==> src/rtl/cpu_pkg.sv <==
// cpu_pkg: shared instruction-memory geometry and the loader state encoding used by the loader, fetch and hazard logic
package cpu_pkg;
  localparam int IMEM_DEPTH = 128;
  localparam int IMEM_AW = 7;
  localparam int INSTR_W = 32;
  typedef enum logic [1:0] {IDLE, LOAD, FLUSH} loader_state_t;
endpackage

==> src/rtl/byte_packer.sv <==
// byte_packer: little-endian byte-to-word assembly (in: byte_i, lane_i, accept_i; out: word_o valid with word_done_o when lane 3 is accepted)
module byte_packer
  import cpu_pkg::*;
(
  input  logic               clk_i,
  input  logic               rst_ni,
  input  logic               accept_i,
  input  logic [1:0]         lane_i,
  input  logic [7:0]         byte_i,
  output logic [INSTR_W-1:0] word_o,
  output logic               word_done_o
);
  logic [23:0] asm_q;
  always_ff @(posedge clk_i or negedge rst_ni)
    if (!rst_ni) asm_q <= '0;
    else if (accept_i && lane_i != 2'd3) asm_q[lane_i*8 +: 8] <= byte_i;
  assign word_o = {byte_i, asm_q};
  assign word_done_o = accept_i && lane_i == 2'd3;
endmodule

==> src/rtl/imem_loader.sv <==
// imem_loader: byte-stream instruction memory writer (in: start_i/word_count_i, byte stream; out: mem write port, cpu_hold_o, sticky done_o/error_o)
module imem_loader
  import cpu_pkg::*;
#(
  parameter int MEM_DEPTH = IMEM_DEPTH,
  localparam int AW = $clog2(MEM_DEPTH)
) (
  input  logic               clk_i,
  input  logic               rst_ni,
  input  logic               start_i,
  input  logic [7:0]         word_count_i,
  input  logic [7:0]         byte_in_i,
  input  logic               byte_valid_i,
  output logic               byte_ready_o,
  output logic               mem_we_o,
  output logic [AW-1:0]      mem_addr_o,
  output logic [INSTR_W-1:0] mem_wdata_o,
  output logic               cpu_hold_o,
  output logic               done_o,
  output logic               error_o
);
  loader_state_t state_q, state_d;
  logic [1:0] bcnt_q;
  logic [7:0] cnt_q, wcnt_q;
  logic we_q, done_q, error_q;
  logic [AW-1:0] addr_q;
  logic [INSTR_W-1:0] wdata_q, word;
  logic accept, word_done, bad, last;
  assign byte_ready_o = state_q == LOAD;
  assign accept = byte_valid_i && byte_ready_o;
  assign bad = word_count_i == 8'd0 || word_count_i > 8'(MEM_DEPTH);
  assign last = wcnt_q + 8'd1 == cnt_q;
  byte_packer u_packer (
    .clk_i      (clk_i),
    .rst_ni     (rst_ni),
    .accept_i   (accept),
    .lane_i     (bcnt_q),
    .byte_i     (byte_in_i),
    .word_o     (word),
    .word_done_o(word_done)
  );
  // Leaving LOAD on the final 4th byte keeps byte_ready low during the last write, so no stray byte slips in.
  always_comb
    state_d = (state_q == IDLE && start_i && !bad) ? LOAD :
              (state_q == LOAD && word_done && last) ? FLUSH :
              (state_q == FLUSH) ? IDLE : state_q;
  always_ff @(posedge clk_i or negedge rst_ni)
    if (!rst_ni) begin
      state_q <= IDLE;
      bcnt_q  <= '0;
      cnt_q   <= '0;
      wcnt_q  <= '0;
      we_q    <= 1'b0;
      addr_q  <= '0;
      wdata_q <= '0;
      done_q  <= 1'b0;
      error_q <= 1'b0;
    end else begin
      state_q <= state_d;
      we_q    <= word_done;
      if (state_q == IDLE && start_i) begin
        done_q  <= 1'b0;
        error_q <= bad;
        if (!bad) begin
          cnt_q  <= word_count_i;
          wcnt_q <= '0;
          bcnt_q <= '0;
        end
      end
      if (accept) bcnt_q <= bcnt_q + 2'd1;
      if (word_done) begin
        addr_q  <= wcnt_q[AW-1:0];
        wdata_q <= word;
        wcnt_q  <= wcnt_q + 8'd1;
      end
      if (state_q == FLUSH) done_q <= 1'b1;
    end
  assign mem_we_o    = we_q;
  assign mem_addr_o  = addr_q;
  assign mem_wdata_o = wdata_q;
  assign cpu_hold_o  = state_q != IDLE;
  assign done_o      = done_q;
  assign error_o     = error_q;
endmodule

==> config.mk <==
export PLATFORM = sky130hd
export DESIGN_NAME = imem_loader
export DESIGN_NICKNAME = d
export VERILOG_FILES = /design/src/rtl/cpu_pkg.sv /design/src/rtl/byte_packer.sv /design/src/rtl/imem_loader.sv
export SDC_FILE = /design/constraint.sdc
export NUM_CORES = 1
export LEC_CHECK = 0
export CORE_UTILIZATION = 57
export DETAILED_ROUTE_END_ITERATION = 10
export HOLD_SLACK_MARGIN = 0.02
export PLACE_DENSITY_LB_ADDON = 0.25
export SLEW_MARGIN = 40
export SYNTH_ARGS = -nofsm -noshare
export SYNTH_HDL_FRONTEND = slang
export SYNTH_SLANG_ARGS = --single-unit
==> constraint.sdc <==
create_clock -name clk_i -period 4.75 [get_ports clk_i]
set_input_delay 1.1875 -clock clk_i [delete_from_list [all_inputs] [get_ports clk_i]]
set_output_delay 1.1875 -clock clk_i [all_outputs]
set_load 0.05 [all_outputs]
## After elaboration in Yosys (flattened, before gate mapping)

Cells that the tools add are included.

- Bits in registers: 86
- Bits of input ports: 20
- Output and inout bits: 44
- Word-level logic and storage cells: 55

- Add/subtract/negate cells: 3
- $lt $le $gt $ge: 1
- Equal/unequal tests: 7
- Shifts and indexed selects: 2
- Multiplexer cells: 12
- Bitwise logic cells: 1
- Reduce and logical (&&, ||, !) cells: 19

Operators with widths:

| cell | number |
|---|---|
| negation 5 -> 34 bit | 1 |
| variable shift 8 x 34 -> 24 bit, first input constant | 1 |
| variable part select 8 x 34 -> 24 bit | 1 |
| bitwise mux 24 bit | 1 |
| two-way mux 8 bit | 3 |
| two-way mux 2 bit | 6 |
| adder 8 x 1 -> 8 bit, second input constant | 1 |
| equality test 8 bit | 1 |
| greater-than comparator 8 bit, second input constant | 1 |
| zero test 8 bit | 1 |
| nonzero test 2 bit | 4 |
| logical AND 1 bit | 7 |
| AND reduction 2 bit | 3 |
| equality test 2 bit, second input constant | 2 |
| != test 2 bit, second input constant | 2 |
| nonzero test 3 bit | 1 |
| adder 2 x 1 -> 2 bit, second input constant | 1 |
| equality test 2 x 1 -> 1 bit, second input constant | 1 |
| zero test 2 bit | 1 |
| two-way mux 1 bit | 2 |
| != test 2 x 1 -> 1 bit, second input constant | 1 |
| zero test 1 bit | 1 |
| logical OR 1 bit | 1 |
| NOT 1 bit | 1 |

## Logic depth before layout (Yosys ltp)

Gate-level depths: netlist (run 1).

- Word-level depth: 7
- Depth in mapped cells: 7
- Mapped depth without buffers: 6

## Hierarchy

Synthesis (run 1) repeated with hierarchy kept, for this count alone.

- Cell total of the unflattened synthesis: 301
- Area total of the unflattened synthesis: 3957.5 sq um

By module, submodules not included:

| module | instances | cells each | area each (sq um) |
|---|---|---|---|
| imem_loader | 1 | 191 | 2610.0 |
| byte_packer | 1 | 110 | 1347.5 |

## Worst setup path after synthesis (run 1)

No wires, ideal clock.

- Path kind: in2reg
- From: input port word_count_i[2]
- To: register cnt_q[2]
- Library setup time: 0.125 ns
- Data arrival time: 2.311 ns
- Data required time: 4.625 ns
- Setup slack: 2.313 ns
- Stages: 5
- Buffers on the path: 1
- Cells stage by stage: nor4_1 a21oi_1 o21ai_4 buf_6 mux2_4

- Word-level cells in the longest chain between the ends: 4

RTL lines:

| what | RTL line | source |
|---|---|---|
| start, declared | imem_loader.sv:11 | `input logic [7:0] word_count_i,` |
| greater-than comparator 8 bit / zero test 8 bit (equally long branches) | imem_loader.sv:31 | `assign bad = word_count_i == 8'd0 \|\| word_count_i > 8'(MEM_DEPTH);` |
| logical OR 1 bit | imem_loader.sv:31 |  |
| NOT 1 bit (no line) | -- |  |
| AND reduction 2 bit (no line) | -- |  |
| end signal, assigned | imem_loader.sv:65 | `cnt_q <= word_count_i;` |
| end, declared | imem_loader.sv:24 | `logic [7:0] cnt_q, wcnt_q;` |

Several ways; a longest one is shown, not always the timed one.
A chain may end at the register's enable or synchronous reset.

## Final worst setup path (run 1)

- From: register state_q[1]
- To: output port cpu_hold_o

- Word-level cells in the longest chain between the ends: 1

RTL lines:

| what | RTL line | source |
|---|---|---|
| start, declared | imem_loader.sv:22 | `loader_state_t state_q, state_d;` |
| start signal, assigned | imem_loader.sv:59 | `state_q <= state_d;` |
| nonzero test 2 bit | imem_loader.sv:81 | `assign cpu_hold_o = state_q != IDLE;` |
| end, declared | imem_loader.sv:18 | `output logic cpu_hold_o,` |

Every way passes these cells.

==> results of run 1 <==
[per-stage QoR]
| step | area (um^2) | instances | setup slack [ps] | utilization [%] |
|---|---|---|---|---|
| after global routing | 4627 | 540 | 1607 | 72.45 |
| after detailed placement | 4399 | 524 | 1525 | 68.89 |
| after global placement | 4395 | 524 | 1575 | 68.83 |
| after CTS | 4619 | 540 | 1746 | 72.34 |
| final | 4627 | 540 | 1755 | 72.45 |
| after floorplan | 3771 | 402 | 2313 | - |
[path summary, 6_finish.rpt]
path                       cells past startpoint                 to          startpoint
max                                            2         cpu_hold_o          state_q[1]
min                                            2    mem_wdata_o[14]  u_packer.asm_q[14]
max reg2reg                                    6         state_q[1]           wcnt_q[0]
min reg2reg                                    2    mem_wdata_o[14]  u_packer.asm_q[14]
max in group asynchronous                      1  u_packer.asm_q[1]              rst_ni
min in group asynchronous                      1    mem_wdata_o[10]              rst_ni
[state kept, by name, indices dropped and copies added (netlist names)]
signal	flops
error_o	1
wcnt_q	8
state_q	2
u_packer.asm_q	24
mem_wdata_o	32
done_o	1
bcnt_q	2
mem_addr_o	7
cnt_q	8
mem_we_o	1
[worst max-delay path: stages, from the launching register on]
cell                              delay, ps
sky130_fd_sc_hd__dfrtp_1                440
sky130_fd_sc_hd__or2_2                  320
sky130_fd_sc_hd__clkdlybuf4s50_1        700
[report_power, final]
group	switching [mW]	internal (mW)	total (mW)
Clock	0.269	0.301	0.570
Sequential	0.225	1.04	1.26
Combinational	1.05	0.542	1.59
[layout make-up]
class | instances | area (um^2) | share of cell area [%]
Inverter | 6 | 22.52 | 0.4867
Multi-Input combinational cell | 291 | 1494 | 32.29
Tap cell | 77 | 96.34 | 2.082
Clock inverter | 6 | 92.59 | 2.001
Timing Repair Buffer | 64 | 641.9 | 13.87
Sequential cell | 86 | 2152 | 46.51
Clock buffer | 10 | 127.6 | 2.758
[logic make-up after synthesis]
group                    Yosys count  synth area share [%]
AO/OA/AOI/OAI                     57                 9.257
XOR/XNOR                           8                 1.858
adder cells (fa/ha/maj)            6                 1.991
buffers and inverters             25                 3.450
flip-flops                        86                 57.07
multiplexers                       9                 3.152
AND/OR/NAND/NOR                  211                 23.23
[per-layer routing]
| layer | global-route usage, % | wire length (um) | up-vias |
|---|---|---|---|
| li1 | - | - | 1420 |
| met1 | 31.14 | 3441 | 1416 |
| met2 | 41.28 | 3989 | 80 |
| met3 | 4.573 | 335 | 13 |
| met4 | 10.66 | 125 | 0 |
| met5 | 0 | 0 | - |
[placed cells by master (no fill, tap or decap), drive strengths merged, types with 2 or more instances in the layout]
cell and count:
o21ai 32, xnor2 5, ha 6, a31oi 9, dfrtp 86, nor3 5
nand2 176, nand3 5, nor2b 2, a21oi 5, bufinv 2, inv 8
a21o 4, xor2 3, nand2b 3, nor2 6, clkdlybuf4s50 62, nand4 2
o21a 2, and3 3, clkbuf 11, mux2 8, nor4 2
==> summary.txt, run 1 <==
Top FF cell, synth -> sky130_fd_sc_hd__dfrtp_1
Skew final -> 13.87 ps
Number of warnings printed during yosys synthesis -> 0
Post-Synthesis Cells -> 402
Initial antenna violation count -> 0
Die H -> 83.34 um
Minimum setup slack among reg-to-reg paths -> 2610 ps
First-pass GRT wire length -> 13.50 mm
Final count of negative-setup-slack endpoints -> 0
Clock transition at path regs -> 90 ps
Overall routing resource usage -> 24.54%
Total clock buffers created by CTS -> 9
Maximum clock insertion buffer count -> 2
Static Leakage -> 2.240 nW
Synthesized net count -> 428
CTS tree -> built
Number of inserted filler cells in the final layout -> 476
Final-stage net count -> 484
Crit path DAT -> 1810 ps
Post-cts resize count -> 0
Number of buffers added on ports -> 63
Core area -> 0.006386 mm^2
Max-cap violations -> 0
Chip width -> 83.34 um
GPL Wtd Cong -> 0.8577
Crit path max fanout -> 7
Vias -> 2929
Required time reported for the critical path endpoint -> 3560 ps
Via density per instance -> 5.424
Final-report hold violation count -> 0
Syn Std Cell Area -> 0.003771 mm^2
Number of antenna cells inserted -> 0
H-tree lvl count -> 3
Number of hold-repair buffers added at the cts stage -> 0
Max-slew violation count -> 0
Syn_area_per_cell -> 9.381 um^2
Synth top area cells -> sky130_fd_sc_hd__dfrtp_1 57%, sky130_fd_sc_hd__nand2_1 17%, sky130_fd_sc_hd__o21ai_0 2.1%
Area share of the leading cell type in the synthesized netlist -> 57.07%
Relative slew slack -> 46.58%
Final period util -> 63.04%
Layout cells sized above 1 -> 7.775%
Flip-flop and latch count after synthesis -> 86
Count of cell types in the netlist -> 46
Antenna-violating nets left -> 0
Estimated wirelength of the detail-placed design -> 5.251 mm
Clock latency on the worst-skew pair -> 360 ps
Pwr per Cell Area -> 740.6 mW/mm^2
Most frequent cells after synthesis -> 175 x sky130_fd_sc_hd__nand2_1, 86 x sky130_fd_sc_hd__dfrtp_1, 16 x sky130_fd_sc_hd__o21ai_0
Post-Route WL -> 7.892 mm
Clock root cell -> sky130_fd_sc_hd__clkbuf_8
Number of placement rows -> 29
Endpoint kind of the worst setup timing path -> primary output
Die area -> 0.006946 mm^2
Asr flop ratio synth -> 100.0%
Number of enable-type register cells in the synthesized netlist -> 0
Largest area contributor in the synthesized netlist -> sky130_fd_sc_hd__dfrtp_1
Sequential cell area fraction in the yosys report -> 57.07%
Post-CTS setup buffers -> 0
Clock sinks -> 86
Unrepaired setup endpoints after global routing -> no
Number of global-route vias before repair -> 2864
Outcome -> complete, no violations
Average wire per cell in the routed design -> 14.61 um
DR pass1 iterations -> 4
Most frequently used cell type in the post-synthesis netlist -> sky130_fd_sc_hd__nand2_1
Number of DRC violations after detailed routing -> 0
DRC marker count from the first detailed-route iteration -> 179
Effective utilization at floorplan -> 59.05%
Highest achievable clock rate -> 333.9 MHz
Path category of the worst min-delay check -> reg -> reg
Number of ports placed on the die boundary -> 64
Power after layout -> 3.427 mW
TNS Setup -> 0 ps
Type of the setup path with the least slack -> reg -> out
Crit start category -> flip-flop
Area growth syn-to-layout -> 22.69%
Pin slew with the least headroom to its limit -> 795.1 ps
Pin count of the biggest net entering global routing -> 87
Worst vdd ir -> 457.6 uV
Final worst path period need -> 2995 ps
Hold WS -> 471.3 ps
Total overflow reported by the global router -> 0
Note: power is estimated with default switching activity, not from simulation.
==> run 2: changes to the inputs <==
- CORE_UTILIZATION: 57 -> 48
- clock period: 4.75 -> 2.5 ns (I/O delays scaled with it)
==> summary.txt, run 2 (synthesis results as in run 1) <==
Outcome -> complete, no violations
Number of ports placed on the die boundary -> 64 (unchanged)
Final worst path period need -> 2415 ps
Final period util -> 96.61%
First-pass GRT wire length -> 13.36 mm (-1.0%)
Post-Route WL -> 7.853 mm (-0.49%)
Path category of the worst min-delay check -> in -> async
Fraction of power consumed by sequential logic -> 37.7% (+0.9 points)
Number of antenna cells inserted -> 0 (unchanged)
Number of hold-repair buffers added at the cts stage -> 0 (unchanged)
Antenna-violating nets left -> 0 (unchanged)
Internal power of the cells -> 3.462 mW (+84%)
Max-cap violations -> 0 (unchanged)
Crit path DAT -> 1790 ps (-20 ps)
Skew final -> 7.129 ps (-6.745 ps)
Area growth syn-to-layout -> 24.32%
Total overflow reported by the global router -> 0 (unchanged)
Unrepaired setup endpoints after global routing -> no
Number of placement rows -> 31 (+6.9%)
Post-CTS setup buffers -> 0 (unchanged)
Final count of negative-setup-slack endpoints -> 0 (unchanged)
Layout cells sized above 1 -> 8.742% (+0.97 points)
Overall routing resource usage -> 20.50% (-4.0 points)
Core occupancy in the finished layout -> 63.28% (-9.2 points)
Crit start category -> flip-flop
Highest achievable clock rate -> 414.0 MHz
Maximum clock insertion buffer count -> 2 (unchanged)
Number of global-route vias before repair -> 2746 (-4.1%)
Effective utilization at floorplan -> 50.90% (-8.1 points)
H-tree lvl count -> 3 (unchanged)
Max FFs per register -> 32 (unchanged)
Pin count of the biggest net entering global routing -> 52 (-40%)
Worst vdd ir -> 904.1 uV (+98%)
Crit path max fanout -> 7 (unchanged)
Clock latency on the worst-skew pair -> 340 ps (-20 ps)
Number of buffers added on ports -> 63 (unchanged)
Final-report hold violation count -> 0 (unchanged)
Required time reported for the critical path endpoint -> 1880 ps (-1680 ps)
GPL Wtd Cong -> 0.7719 (-10%)
Clock sinks -> 86 (unchanged)
Number of inserted filler cells in the final layout -> 636 (+34%)
Clock transition at path regs -> 80 ps (about the same)
Post-cts resize count -> 0 (unchanged)
Number of standard cells in the final layout excluding fillers -> 568 (+5.2%)
Endpoint kind of the worst setup timing path -> primary output
Max-slew violation count -> 0 (unchanged)
Die area -> 0.008215 mm^2 (+18%)
Type of the setup path with the least slack -> reg -> out
Number of DRC violations after detailed routing -> 0 (unchanged)
Core area -> 0.007408 mm^2 (+16%)
Chip width -> 90.64 um (+8.8%)
Die H -> 90.64 um (+8.8%)
TNS Setup -> 0 ps (unchanged)
Commonest non-fill, non-tap cell in the layout -> sky130_fd_sc_hd__nand2_1
Switching pwr -> 2.896 mW (+87%)
Pwr per Cell Area -> 1356 mW/mm^2 (+83%)
Total placed cells including tap cells -> 553 (+5.5%)
Final-stage net count -> 491 (+1.4%)
Sw Ratio -> 45.55% (+0.43 points)
DRC marker count from the first detailed-route iteration -> 136 (-24%)
DR pass1 iterations -> 4 (unchanged)
Most used cells in the layout excluding fill and tap cells -> 175 x sky130_fd_sc_hd__nand2_1, 86 x sky130_fd_sc_hd__dfrtp_1, 62 x sky130_fd_sc_hd__clkdlybuf4s50_1, 16 x sky130_fd_sc_hd__o21ai_0, 15 x sky130_fd_sc_hd__o21ai_1
CTS tree -> built
Average wire per cell in the routed design -> 13.83 um (-5.4%)
Relative slew slack -> 64.54% (+18 points)
Clock Power Share -> 13.9% (-2.7 points)
Estimated wirelength of the detail-placed design -> 5.518 mm (+5.1%)
Static Leakage -> 2.260 nW (+0.87%)
Hold WS -> 221.4 ps (-249.9 ps)
Initial antenna violation count -> 0 (unchanged)
Pin slew with the least headroom to its limit -> 530.2 ps (-264.9 ps)
Vias -> 2888 (-1.4%)
Total clock buffers created by CTS -> 9 (unchanged)
Clock root cell -> sky130_fd_sc_hd__clkbuf_8
Combinational share of power -> 48.5% (+2.0 points)
Via density per instance -> 5.085 (-6.3%)
-- run 2: cell types whose count changed in the layout (fill, tap and decap cells not counted), sizes merged --
| cell | before | now |
|---|---|---|
| bufinv | 2 | 0 |
| clkbuf | 11 | 12 |
| buf | 1 | 9 |
| inv | 8 | 6 |
| clkinvlp | 1 | 2 |
-- run 2: layer usage --
metal | global-route usage [%] | vias up | routed length [um]
li1 | - | 1434 | -
met1 | 28.11 | 1382 | 3511
met2 | 33.65 | 66 | 3961
met3 | 3.956 | 6 | 332
met4 | 4.973 | 0 | 46
met5 | 0 | - | 0
-- run 2: layout make-up --
type / instances / area (um^2) / share of cell area, %
Sequential cell: 86 / 2152 / 45.90
Multi-Input combinational cell: 291 / 1489 / 31.76
Timing Repair Buffer: 71 / 725.7 / 15.48
Clock buffer: 12 / 155.1 / 3.309
Tap cell: 99 / 123.9 / 2.642
Inverter: 6 / 22.52 / 0.4804
Clock inverter: 3 / 20.02 / 0.4270
-- run 2: worst paths after layout --
path | start | cells after the start | slack (ps) | to
max | state_q[1] | 2 | 80 | cpu_hold_o
min in group clk_i | u_packer.asm_q[12] | 2 | 470 | mem_wdata_o[12]
max in group asynchronous | rst_ni | 2 | 1660 | mem_addr_o[1]
min | rst_ni | 1 | 220 | mem_wdata_o[14]
max reg2reg | wcnt_q[0] | 6 | 310 | state_q[0]
min reg2reg | u_packer.asm_q[12] | 2 | 470 | mem_wdata_o[12]
-- run 2: power groups by stage --
stage	clock (mW)	combinational (mW)	sequential [mW]
floorplan	0	1.25	3.25
global placement	0	3.02	2.39
detailed placement	0	3.10	2.42
CTS	0.905	3.11	2.40
global route	0.977	3.31	2.48
finish	0.881	3.08	2.40
-- run 2: per-stage QoR --
stage               instance area [um^2]  total power [mW]  setup WS (ps)
finish                              4688             6.359          84.72
global route                        4688             6.767          30.91
CTS                                 4688             6.412          61.26
detailed placement                  4513             5.520          58.11
global placement                    4513             5.410          121.0
floorplan                           3771             4.500          625.9
-- run 2: worst max-delay path, stage by stage, from the launching register on --
cell                              delay (ps)
sky130_fd_sc_hd__dfrtp_1                 440
sky130_fd_sc_hd__or2_2                   310
sky130_fd_sc_hd__clkdlybuf4s50_1         700
